==> config.mk <==
export PLATFORM = sky130hd
export DESIGN_NAME = sram_bridge_flat
export DESIGN_NICKNAME = d
export VERILOG_FILES = /design/src/rtl/sram_bridge_if.sv /design/src/rtl/sram_bridge.sv /design/src/flat_wrapper.sv
export SDC_FILE = /design/constraint.sdc
export NUM_CORES = 1
export LEC_CHECK = 0
export CAP_MARGIN = 20
export CELL_PAD_IN_SITES_DETAIL_PLACEMENT = 0
export CELL_PAD_IN_SITES_GLOBAL_PLACEMENT = 1
export CORE_UTILIZATION = 31
export CTS_CLUSTER_SIZE = 10
export DETAILED_ROUTE_END_ITERATION = 10
export PLACE_DENSITY_LB_ADDON = 0.3
export SYNTH_ARGS = -nofsm -noshare
export SYNTH_HDL_FRONTEND = slang
export SYNTH_SLANG_ARGS = --single-unit
==> constraint.sdc <==
create_clock -name i_clk -period 2.18 [get_ports i_clk]
set_input_delay 0.327 -clock i_clk [delete_from_list [all_inputs] [get_ports i_clk]]
set_output_delay 0.327 -clock i_clk [all_outputs]
set_load 0.01 [all_outputs]
==> src/rtl/sram_bridge_if.sv <==
// LSU-side request/response bundle between the MEM stage (master) and the SRAM bridge (slave).
interface sram_bridge_if;
  logic        req;
  logic        we;
  logic [31:0] addr;
  logic [31:0] wdata;
  logic [3:0]  bmask;
  logic [31:0] rdata;
  logic        ack;
  logic        busy;

  modport master (
    output req, we, addr, wdata, bmask,
    input  rdata, ack, busy
  );

  modport slave (
    input  req, we, addr, wdata, bmask,
    output rdata, ack, busy
  );
endinterface

==> src/rtl/sram_bridge.sv <==
// Bridge one 32-bit byte-masked LSU access onto a 16-bit asynchronous SRAM as one or two beats,
// with programmable wait states and a stall/ack handshake toward the pipeline.
module sram_bridge #(
  parameter int ADDR_W      = 18,
  parameter int WAIT_CYCLES = 1
) (
  input  logic              i_clk,
  input  logic              i_rst,
  sram_bridge_if.slave      lsu,
  output logic [ADDR_W-1:0] o_sram_addr,
  output logic [15:0]       o_sram_dq_o,
  output logic              o_sram_dq_oe,
  input  logic [15:0]       i_sram_dq_i,
  output logic              o_sram_ce_n,
  output logic              o_sram_oe_n,
  output logic              o_sram_we_n,
  output logic              o_sram_lb_n,
  output logic              o_sram_ub_n
);

  localparam logic [1:0] S_IDLE = 2'd0;
  localparam logic [1:0] S_LO   = 2'd1;
  localparam logic [1:0] S_HI   = 2'd2;
  localparam logic [1:0] S_DONE = 2'd3;

  localparam logic [3:0] LP_WAIT = 4'(WAIT_CYCLES);

  logic [1:0]      r_state;
  logic [3:0]      r_cnt;
  logic            r_hold;
  logic            r_we;
  logic [ADDR_W:2] r_addr;
  logic [31:0]     r_wdata;
  logic [3:0]      r_bmask;
  logic [31:0]     r_rdata;

  logic       w_in_beat;
  logic       w_hi;
  logic       w_beat_end;
  logic [1:0] w_lane_en;
  logic       w_unused;

  assign w_in_beat = (r_state == S_LO) || (r_state == S_HI);
  assign w_hi      = (r_state == S_HI);
  assign w_lane_en = w_hi ? r_bmask[3:2] : r_bmask[1:0];

  // The 4-bit counter covers the WAIT_CYCLES+1 strobe cycles; the extra write
  // hold cycle is tracked by r_hold so WAIT_CYCLES=15 still fits.
  assign w_beat_end = w_in_beat && (r_cnt == LP_WAIT) && (!r_we || r_hold);

  always_ff @(posedge i_clk) begin
    if (i_rst) begin
      r_state <= S_IDLE;
      r_cnt   <= '0;
      r_hold  <= 1'b0;
      r_we    <= 1'b0;
      r_addr  <= '0;
      r_wdata <= '0;
      r_bmask <= '0;
      r_rdata <= '0;
    end else begin
      case (r_state)
        S_IDLE: begin
          if (lsu.req) begin
            r_we    <= lsu.we;
            r_addr  <= lsu.addr[ADDR_W:2];
            r_wdata <= lsu.wdata;
            r_bmask <= lsu.bmask;
            r_cnt   <= '0;
            r_hold  <= 1'b0;
            if (!lsu.we) begin
              r_rdata <= '0;
            end
            if (lsu.bmask[1:0] != 2'b00) begin
              r_state <= S_LO;
            end else if (lsu.bmask[3:2] != 2'b00) begin
              r_state <= S_HI;
            end else begin
              r_state <= S_DONE;
            end
          end
        end
        S_LO, S_HI: begin
          if (w_beat_end) begin
            r_cnt  <= '0;
            r_hold <= 1'b0;
            if (!r_we) begin
              if (w_hi) begin
                if (r_bmask[2]) r_rdata[23:16] <= i_sram_dq_i[7:0];
                if (r_bmask[3]) r_rdata[31:24] <= i_sram_dq_i[15:8];
              end else begin
                if (r_bmask[0]) r_rdata[7:0]  <= i_sram_dq_i[7:0];
                if (r_bmask[1]) r_rdata[15:8] <= i_sram_dq_i[15:8];
              end
            end
            if (!w_hi && (r_bmask[3:2] != 2'b00)) begin
              r_state <= S_HI;
            end else begin
              r_state <= S_DONE;
            end
          end else if (r_cnt == LP_WAIT) begin
            r_hold <= 1'b1;
          end else begin
            r_cnt <= r_cnt + 4'd1;
          end
        end
        default: begin
          r_state <= S_IDLE;
        end
      endcase
    end
  end

  assign o_sram_addr  = {r_addr, w_hi};
  assign o_sram_dq_o  = w_hi ? r_wdata[31:16] : r_wdata[15:0];
  assign o_sram_dq_oe = w_in_beat && r_we;
  assign o_sram_ce_n  = !w_in_beat;
  assign o_sram_oe_n  = !(w_in_beat && !r_we);
  assign o_sram_we_n  = !(w_in_beat && r_we && !r_hold);
  assign o_sram_lb_n  = !(w_in_beat && w_lane_en[0]);
  assign o_sram_ub_n  = !(w_in_beat && w_lane_en[1]);

  assign lsu.rdata = r_rdata;
  assign lsu.ack   = (r_state == S_DONE);
  assign lsu.busy  = !i_rst && (w_in_beat || ((r_state == S_IDLE) && lsu.req));

  assign w_unused = ^{lsu.addr[31:ADDR_W+1], lsu.addr[1:0]};

endmodule

==> src/flat_wrapper.sv <==
// flat-port wrapper written by rule: the top's interface ports become plain ports
module sram_bridge_flat 
#(
  parameter int ADDR_W      = 18,
  parameter int WAIT_CYCLES = 1
)
  (i_clk, i_rst, o_sram_addr, o_sram_dq_o, o_sram_dq_oe, i_sram_dq_i, o_sram_ce_n, o_sram_oe_n, o_sram_we_n, o_sram_lb_n, o_sram_ub_n, lsu_req, lsu_we, lsu_addr, lsu_wdata, lsu_bmask, lsu_rdata, lsu_ack, lsu_busy);
  sram_bridge_if lsu_i ();
  input  logic i_clk;
  input  logic i_rst;
  output logic [ADDR_W-1:0] o_sram_addr;
  output logic [15:0] o_sram_dq_o;
  output logic o_sram_dq_oe;
  input  logic [15:0] i_sram_dq_i;
  output logic o_sram_ce_n;
  output logic o_sram_oe_n;
  output logic o_sram_we_n;
  output logic o_sram_lb_n;
  output logic o_sram_ub_n;
  input wire logic [$bits(lsu_i.req)-1:0] lsu_req;
  input wire logic [$bits(lsu_i.we)-1:0] lsu_we;
  input wire logic [$bits(lsu_i.addr)-1:0] lsu_addr;
  input wire logic [$bits(lsu_i.wdata)-1:0] lsu_wdata;
  input wire logic [$bits(lsu_i.bmask)-1:0] lsu_bmask;
  output wire logic [$bits(lsu_i.rdata)-1:0] lsu_rdata;
  output wire logic [$bits(lsu_i.ack)-1:0] lsu_ack;
  output wire logic [$bits(lsu_i.busy)-1:0] lsu_busy;
  assign lsu_i.req = lsu_req;
  assign lsu_i.we = lsu_we;
  assign lsu_i.addr = lsu_addr;
  assign lsu_i.wdata = lsu_wdata;
  assign lsu_i.bmask = lsu_bmask;
  assign lsu_rdata = lsu_i.rdata;
  assign lsu_ack = lsu_i.ack;
  assign lsu_busy = lsu_i.busy;
  sram_bridge #(.ADDR_W(ADDR_W), .WAIT_CYCLES(WAIT_CYCLES)) u_core (.i_clk(i_clk), .i_rst(i_rst), .lsu(lsu_i), .o_sram_addr(o_sram_addr), .o_sram_dq_o(o_sram_dq_o), .o_sram_dq_oe(o_sram_dq_oe), .i_sram_dq_i(i_sram_dq_i), .o_sram_ce_n(o_sram_ce_n), .o_sram_oe_n(o_sram_oe_n), .o_sram_we_n(o_sram_we_n), .o_sram_lb_n(o_sram_lb_n), .o_sram_ub_n(o_sram_ub_n));
endmodule
==> results of run 1 <==
metrics by stage:
stage,instances,setup WS (ns),power (uW)
floorplan,448,0.2123,4156
global placement,749,0.07259,5414
detailed placement,749,0.06153,5467
CTS,770,0.007642,7141
global route,773,0.00002642,7568
finish,773,0.07279,7062
registers in the layout (all words and copies together) (netlist names):
signal,cells
u_core.r_bmask,4
u_core.lsu.rdata,32
u_core.r_wdata,32
u_core.r_addr,17
u_core.r_we,1
u_core.r_cnt,4
u_core.r_state,2
u_core.r_hold,1
logic make-up after synthesis:
kind of cell    synth area share, %
flops                         46.79
buf+inv                       3.396
compound gates                12.92
fa+ha+maj                     1.887
mux                           13.40
simple gates                  21.60
routing by layer:
metal / global-route usage, % / vias up / part of all wire (%)
li1: - / 1784 / -
met1: 20.44 / 1648 / 44
met2: 26.47 / 114 / 44
met3: 6.431 / 14 / 9.2
met4: 8.571 / 0 / 2.2
met5: 0 / - / 0
cells in the final DEF (no fill, tap or decap), types with 5 or more instances in the layout:
cell and n:
sky130_fd_sc_hd__buf_4 14, sky130_fd_sc_hd__nor2_1 7, sky130_fd_sc_hd__clkbuf_16 9, sky130_fd_sc_hd__nand2_1 127
sky130_fd_sc_hd__dfxtp_1 91, sky130_fd_sc_hd__inv_1 5, sky130_fd_sc_hd__clkdlybuf4s50_1 122, sky130_fd_sc_hd__dlygate4sd2_1 17
sky130_fd_sc_hd__a21oi_1 59, sky130_fd_sc_hd__mux2i_1 33, sky130_fd_sc_hd__mux2_2 18, sky130_fd_sc_hd__nand2b_1 36
worst max-delay path: cells and delay by family, from the launching register on:
kind / cells / cell delay [ns]
adders and majority gates: 1 / 0.16
DFF: 1 / 0.34
muxes: 1 / 0.34
buffers and inverters: 4 / 0.61
power by group through the flow:
stage	registers, uW	clock network [uW]	logic, uW
3_3_place_gp	2200	0	3220
6_report	2190	1550	3320
3_5_place_dp	2210	0	3250
4_1_cts	2200	1620	3330
5_1_grt	2230	1710	3630
2_1_floorplan	2260	0	1900
layout make-up:
class                   instances  area, sq um
clock buffers                  12        246.5
well taps                     172        215.2
clock inverters                 4        47.55
multi-input cells             321         2018
inverters                       7        28.78
fillers                      1217         6528
flip-flops and latches         93         1867
repair buffers                164         1618
timing repair:
item                                    4_1_cts  5_1_grt
endpoints found under the setup margin       23       11
pin swaps                                     2        1
buffers inserted                              5        3
resized for setup                            36        4
worst min-delay path by stage:
stage	cells after the start	from	endpoint
after floorplan	2	u_core.r_wdata[16]	u_core.r_wdata[16]
after global placement	2	u_core.r_wdata[19]	u_core.r_wdata[19]
after detailed placement	2	u_core.r_wdata[31]	u_core.r_wdata[31]
after CTS	3	i_rst	u_core.r_hold
after global routing	3	i_rst	u_core.r_addr[16]
final	3	i_rst	u_core.r_cnt[2]
==> summary by stage, run 1 <==
Pwr
The clock network burns between 20% and 30% of the power. Of the total power, combinational logic draws 46.9%. Summed over all cells, the static leakage comes to ~0.0024 uW. VDD sags by at most between 500 and 600 uV. The power share of the sequential group is 31.1%. The power density over cell area is 1169 mW/mm^2. The internal power consumption is 4580 uW. The fraction of power spent switching nets is 35.14%.

The analysis attributes to net switching a power of roughly 2500 uW.

Setup path
The worst reg-to-reg setup slack is 0.17 ns. The worst setup path is of the reg -> out kind. The endpoint identified for the worst register-to-register timing path is u_core.lsu.rdata[0]. STA classifies the critical path startpoint as a flop.

The data required time at the worst endpoint is approximately 1.9 ns. The number of cells on the worst reg-to-reg path is 8. The most critical setup path has its startpoint at u_core.r_state[0]. The source of the worst register-to-register timing path is u_core.r_state[1]. Along the worst path, the maximum fanout reaches 5. The signal on the critical path passes through inv_4 -> ha_4 -> buf_12 -> buf_4 -> mux2_2 -> dlygate4sd2_1. The data arrival time of the critical path is 1.78 ns. The maximum cell stage delay along the critical path is 0.34 ns. The largest individual stage delay along the critical path comes from the cell sky130_fd_sc_hd__dfxtp_2. The type of element capturing the critical path is an output pin. The end point of the critical path is o_sram_dq_o[10].

Place
The HPWL after detailed placement is 7189 um. In this run the tool buffered the top-level ports with 146 buffer cells. The instance area at placement is 0.005658 sq mm. The placer congestion estimate is 0.7550.

Timing
After routing, the total negative slack on setup checks comes to 0 ns. The hold violation total from the final report was 0. The share of the cycle needed by the critical path after routing is 96.66%. The worst hold slack is 0.3997 ns. Setup violations remaining at the end of the flow were counted as 0. The post-layout minimum cycle time is around 2.1 ns.

Setup repair after global routing left no endpoint under its margin. The setup skew after layout is 0.005895 ns. The relative slew slack is 61.38%. The maximum clock frequency is 0.4746 GHz. The final number of max-transition violations is 0. For the pin with the worst max-slew slack, the measured transition is 0.5793 ns.

Floorplanning
The floorplan core area is 0.01257 sq mm. For this design the top-level I/O count stands at 162. The vertical die dimension is around 120 um. Once the floorplan was initialized, standard cells occupied 31.66% of the core. The number of cell rows is 41. The area of the die is 0.01329 sq mm. The die is ~120 um wide.

Global route
The global-route congestion overflow total is 0. The aggregate global-route resource usage is 16.97%. The global-route wire length before repair is 17280 um.

The initial antenna violation count was 0. The pin count of the biggest net entering global routing is 55. The via count of the first global-routing pass was 3529.

Logic synthesis
In the post-synthesis netlist, the biggest area contributors are sky130_fd_sc_hd__dfxtp_1 (47%), sky130_fd_sc_hd__nand2_1 (12%), sky130_fd_sc_hd__mux2i_1 (8.3%). In the synthesized netlist, the cells that appear most often are sky130_fd_sc_hd__nand2_1 (128), sky130_fd_sc_hd__dfxtp_1 (93), sky130_fd_sc_hd__a21oi_1 (59). The number of storage elements in the synthesis netlist is 93. The number of distinct library cell variants in the gate-level netlist after synthesis is 36. The async set-reset flop share out of synthesis is 0%. The dominant cell by count in the synthesized netlist is sky130_fd_sc_hd__nand2_1.

The mapped netlist covers 0.003979 sq mm. Each instance of the synthesized netlist takes up on average 8.881 sq um. Counting every net in the synthesized netlist gives 542. Summed over all instances, the cell type with the most area after synthesis is sky130_fd_sc_hd__dfxtp_1. The share of the Yosys chip area taken by registers is around 47%. Synthesis produced approximately 450 cells. The synthesis warning total is 0. The most used flip-flop cell after synthesis is sky130_fd_sc_hd__dfxtp_1.

The synthesized design contains 0 enable-type register cells. After synthesis, the largest area contributor takes up 46.79% of total cell area.

Route
The final routed wirelength across all metal layers is 10550 um. The DRC marker count from the first detailed-route iteration is approximately 170. The DRC violation count after routing is 0. The detailed-router iteration count before antenna repair is 4. The detail route stage leaves a number of antenna-violating nets equal to 0. The average via count per standard cell is 4.605. The via total after detailed routing is ~3600. Dividing the detail-routed wire length by the instance count gives 13.65 um.

CTS
The largest buffer count on any clock path is 2. The number of buffers created by CTS is 9. The clock net in this run drives a total of 93 sinks. The master cell of the clock root buffer is sky130_fd_sc_hd__clkbuf_16.

TritonCTS built the clock tree. The number of H-tree levels is 3. The post-cts hold buffer count is 0. Clock-pin slew was measured on the worst setup and hold paths at 0.06 ns. The latest clock arrival within the worst-skew pair is between 0.3 and 0.4 ns.

Flow run
The reported max-cap violation count is 0.

Final layout
Compared with the post-synthesis result, the final layout area differs by 51.82%. The finished cells cover around 0.0060 sq mm. The net total in the final layout is 690. The utilization after layout is 48.06%. The antenna diode instance count is 0.

The fraction of layout instances using a drive strength above 1 is 12.31%.

Min path
The worst min-delay path class is in -> reg.

Status
The run finished with clean final reports.
Power figures use the tool's default switching activity.
==> run 2, diff against run 1 <==
SLEW_MARGIN = 10   (was default)
==> results of run 2 <==
The final DEF is identical to that of run 1; final timing and power are the same.
==> run 3, diff against run 2 <==
CORE_UTILIZATION = 45   (was 31)
DONT_BUFFER_PORTS = 1   (was default)
SETUP_SLACK_MARGIN = 0.05   (was default)
==> summary by stage, run 3 (synthesis gave the netlist of run 1 again) <==
Setup path
The largest fanout on the critical path is 16 (+11). The type of element capturing the critical path is an output pin. STA classifies the critical path startpoint as a flop. The data arrival time of the critical path was 1.73 ns (-0.05 ns). Traced cell by cell, the critical path runs through inv_1 -> ha_2 -> buf_12 -> mux2_2. The worst reg2reg path depth is 7 (-1). Following the worst setup path forward leads to its endpoint at o_sram_dq_o[9]. The endpoint identified for the worst register-to-register timing path is u_core.lsu.rdata[28].

By startpoint and endpoint, the worst setup path is classified as reg -> out. The maximum cell stage delay along the critical path is 0.39 ns (+0.05 ns). The data required time at the worst endpoint is 1.85 ns (about the same). The worst reg-to-reg setup slack is 0.21 ns (+0.04 ns). The worst setup path startpoint is u_core.r_state[0]. The library cell contributing the largest single delay on the critical path is sky130_fd_sc_hd__mux2_2. In this run the critical register-to-register path is launched from u_core.r_state[0].

CTS
The master cell of the clock root buffer is sky130_fd_sc_hd__clkbuf_8. The latest clock arrival within the worst-skew pair is 0.34 ns (about the same). The largest buffer count on any clock path is 2 (unchanged). The number of buffers created by CTS is 9 (unchanged). The TritonCTS sink count is 93 (unchanged). TritonCTS built the clock tree. The number of H-tree levels came to 3 (unchanged). The register clock-pin slew on the reported worst setup and hold paths came to 0.09 ns (+0.03 ns).

Floorplanning
The number of ports placed on the die boundary is 162 (unchanged). The floorplan core area is 0.008382 sq mm (-33%). The vertical die dimension is 96.03 um (-17%).

The initial core utilization is 47.47% (+16 points). The area of the die was 0.009222 sq mm (-31%). The width of the die is 96.03 um (-17%). The number of cell rows came to 33 (-20%).

Final layout
Compared with the post-synthesis result, the final layout area differs by 9.528%. The fraction of layout instances using a drive strength above 1 is 14.73% (+2.4 points). The library cell used most frequently in the layout, excluding fill and tap cells, is sky130_fd_sc_hd__nand2_1. The number of non-filler instances in the completed layout is 553 (-28%). The cell area after layout is 0.004358 sq mm (-28%).

The top cell types in the final layout, fill and taps aside, are sky130_fd_sc_hd__nand2_1 (127), sky130_fd_sc_hd__dfxtp_1 (91), sky130_fd_sc_hd__a21oi_1 (58). The antenna diode instance count came to 0 (unchanged). The number of fill cells was 837 (-31%). The net total in the final layout was 537 (-22%).

Route
The routed wirelength normalized by instance count was 15.94 um (+17%). The DRC marker count from the first detailed-route iteration was 59 (-66%). The via total after detailed routing is 2950 (-17%). The count of nets left with antenna violations after detail routing is 0 (unchanged). The detailed-router iteration count before antenna repair is 4 (unchanged). The DRC violation count after routing is 0 (unchanged). The average via count per standard cell is 5.335 (+16%). The final routed wirelength across all metal layers is 8813 um (-16%).

Timing
The setup skew after layout came to 0.005365 ns (-0.0005299 ns). The maximum clock frequency came to 0.4869 GHz (+2.6%). The setup TNS came to 0 ns (unchanged). The setup-violating endpoint count in the final report was 0 (unchanged). The final worst slack is 0.1263 ns (+0.05356 ns). The measured slew at the worst slew-check pin is 0.6653 ns (+0.08598 ns). The final number of max-transition violations was 0 (unchanged). The hold violation total from the final report is 0 (unchanged).

The share of the cycle needed by the critical path after routing came to 94.20% (-2.5 points). The post-layout minimum cycle time is 2.054 ns (-0.05356 ns). Setup repair after global routing left no endpoint under its margin. The relative slew slack is 55.60% (-5.8 points). The worst hold slack was 0.04747 ns (-0.3522 ns).

Place
The HPWL after detailed placement is 5950 um (-17%). The instance area at placement came to 0.004098 sq mm (-28%). The placer congestion estimate is 0.7633 (+1.1%). The post-placement worst setup slack was -0.02817 ns (-0.08970 ns).

The post-placement cell count was 535 (-29%). The port buffer count is 0 (-100%).

Global route
The via count of the first global-routing pass is 2691 (-24%). The initial antenna violation count is 0 (unchanged). The aggregate global-route resource usage came to 18.41% (+1.4 points). The global-route congestion overflow total is 0 (unchanged). The global-route wire length before repair came to 12970 um (-25%). The pin count of the biggest net entering global routing is 99 (+80%).

Min path
The worst min-delay path class is in -> reg. The critical hold path startpoint is i_rst.

Flow run
The reported max-cap violation count is 0 (unchanged).

Status
The flow ran to the end, and the final reports show no timing, DRC or antenna violations.

Pwr
The static leakage power was 0.001719 uW (-29%). The power density over cell area is 1367 mW/mm^2 (+17%). The peak supply drop is 636.8 uV (+18%).
==> run 3: worst max-delay path, delay by kind of cell (launching register included) <==
family     cells  cell delay, ns
fa+ha+maj      1            0.31
buf+inv        2            0.33
flops          1            0.35
mux            1            0.39
==> run 3: worst min-delay path by stage <==
stage	endpoint	cells past startpoint	slack (ns)
2_1_floorplan	u_core.r_wdata[16]	2	0.43
3_3_place_gp	u_core.r_cnt[2]	1	0.40
3_5_place_dp	u_core.r_hold	1	0.41
4_1_cts	u_core.r_addr[15]	1	0.02
5_1_grt	u_core.r_state[1]	1	0.02
6_report	u_core.r_cnt[2]	1	0.05
==> run 3: what timing repair did <==
action,4_1_cts,5_1_grt
pin swaps,1,0
gates resized for setup,1,7
hold buffers,0,0
setup buffers,2,0
cloned,0,0
endpoints found under the setup margin,40,52
==> run 3: routing by layer <==
metal,wire [um],track usage [%],share of wire [%],vias up
met1,3728,21.65,42,1356
met3,935,7.820,11,8
met5,0,0,0,-
met4,92,7.090,1.0,0
li1,-,-,-,1474
met2,4055,29.61,46,112
==> run 3: power by group <==
part	switching, uW	internal (uW)
sequential	277	2010
clock	583	644
combinational	1410	1040
==> run 3: final cells by class <==
type	instances	area, sq um	area share (%)
inverters	7	26.28	0.6029
clock buffers	10	127.6	2.929
clock inverters	6	87.58	2.010
repair buffers	11	107.6	2.469
well taps	105	131.4	3.015
multi-input cells	321	2013	46.20
flip-flops and latches	93	1864	42.78
==> run 3: metrics by stage <==
step | total power (uW) | utilization, %
CTS | 5980 | 51.66
global route | 6362 | 51.99
floorplan | 4156 | -
detailed placement | 4693 | 48.89
global placement | 4643 | 48.89
finish | 5959 | 51.99
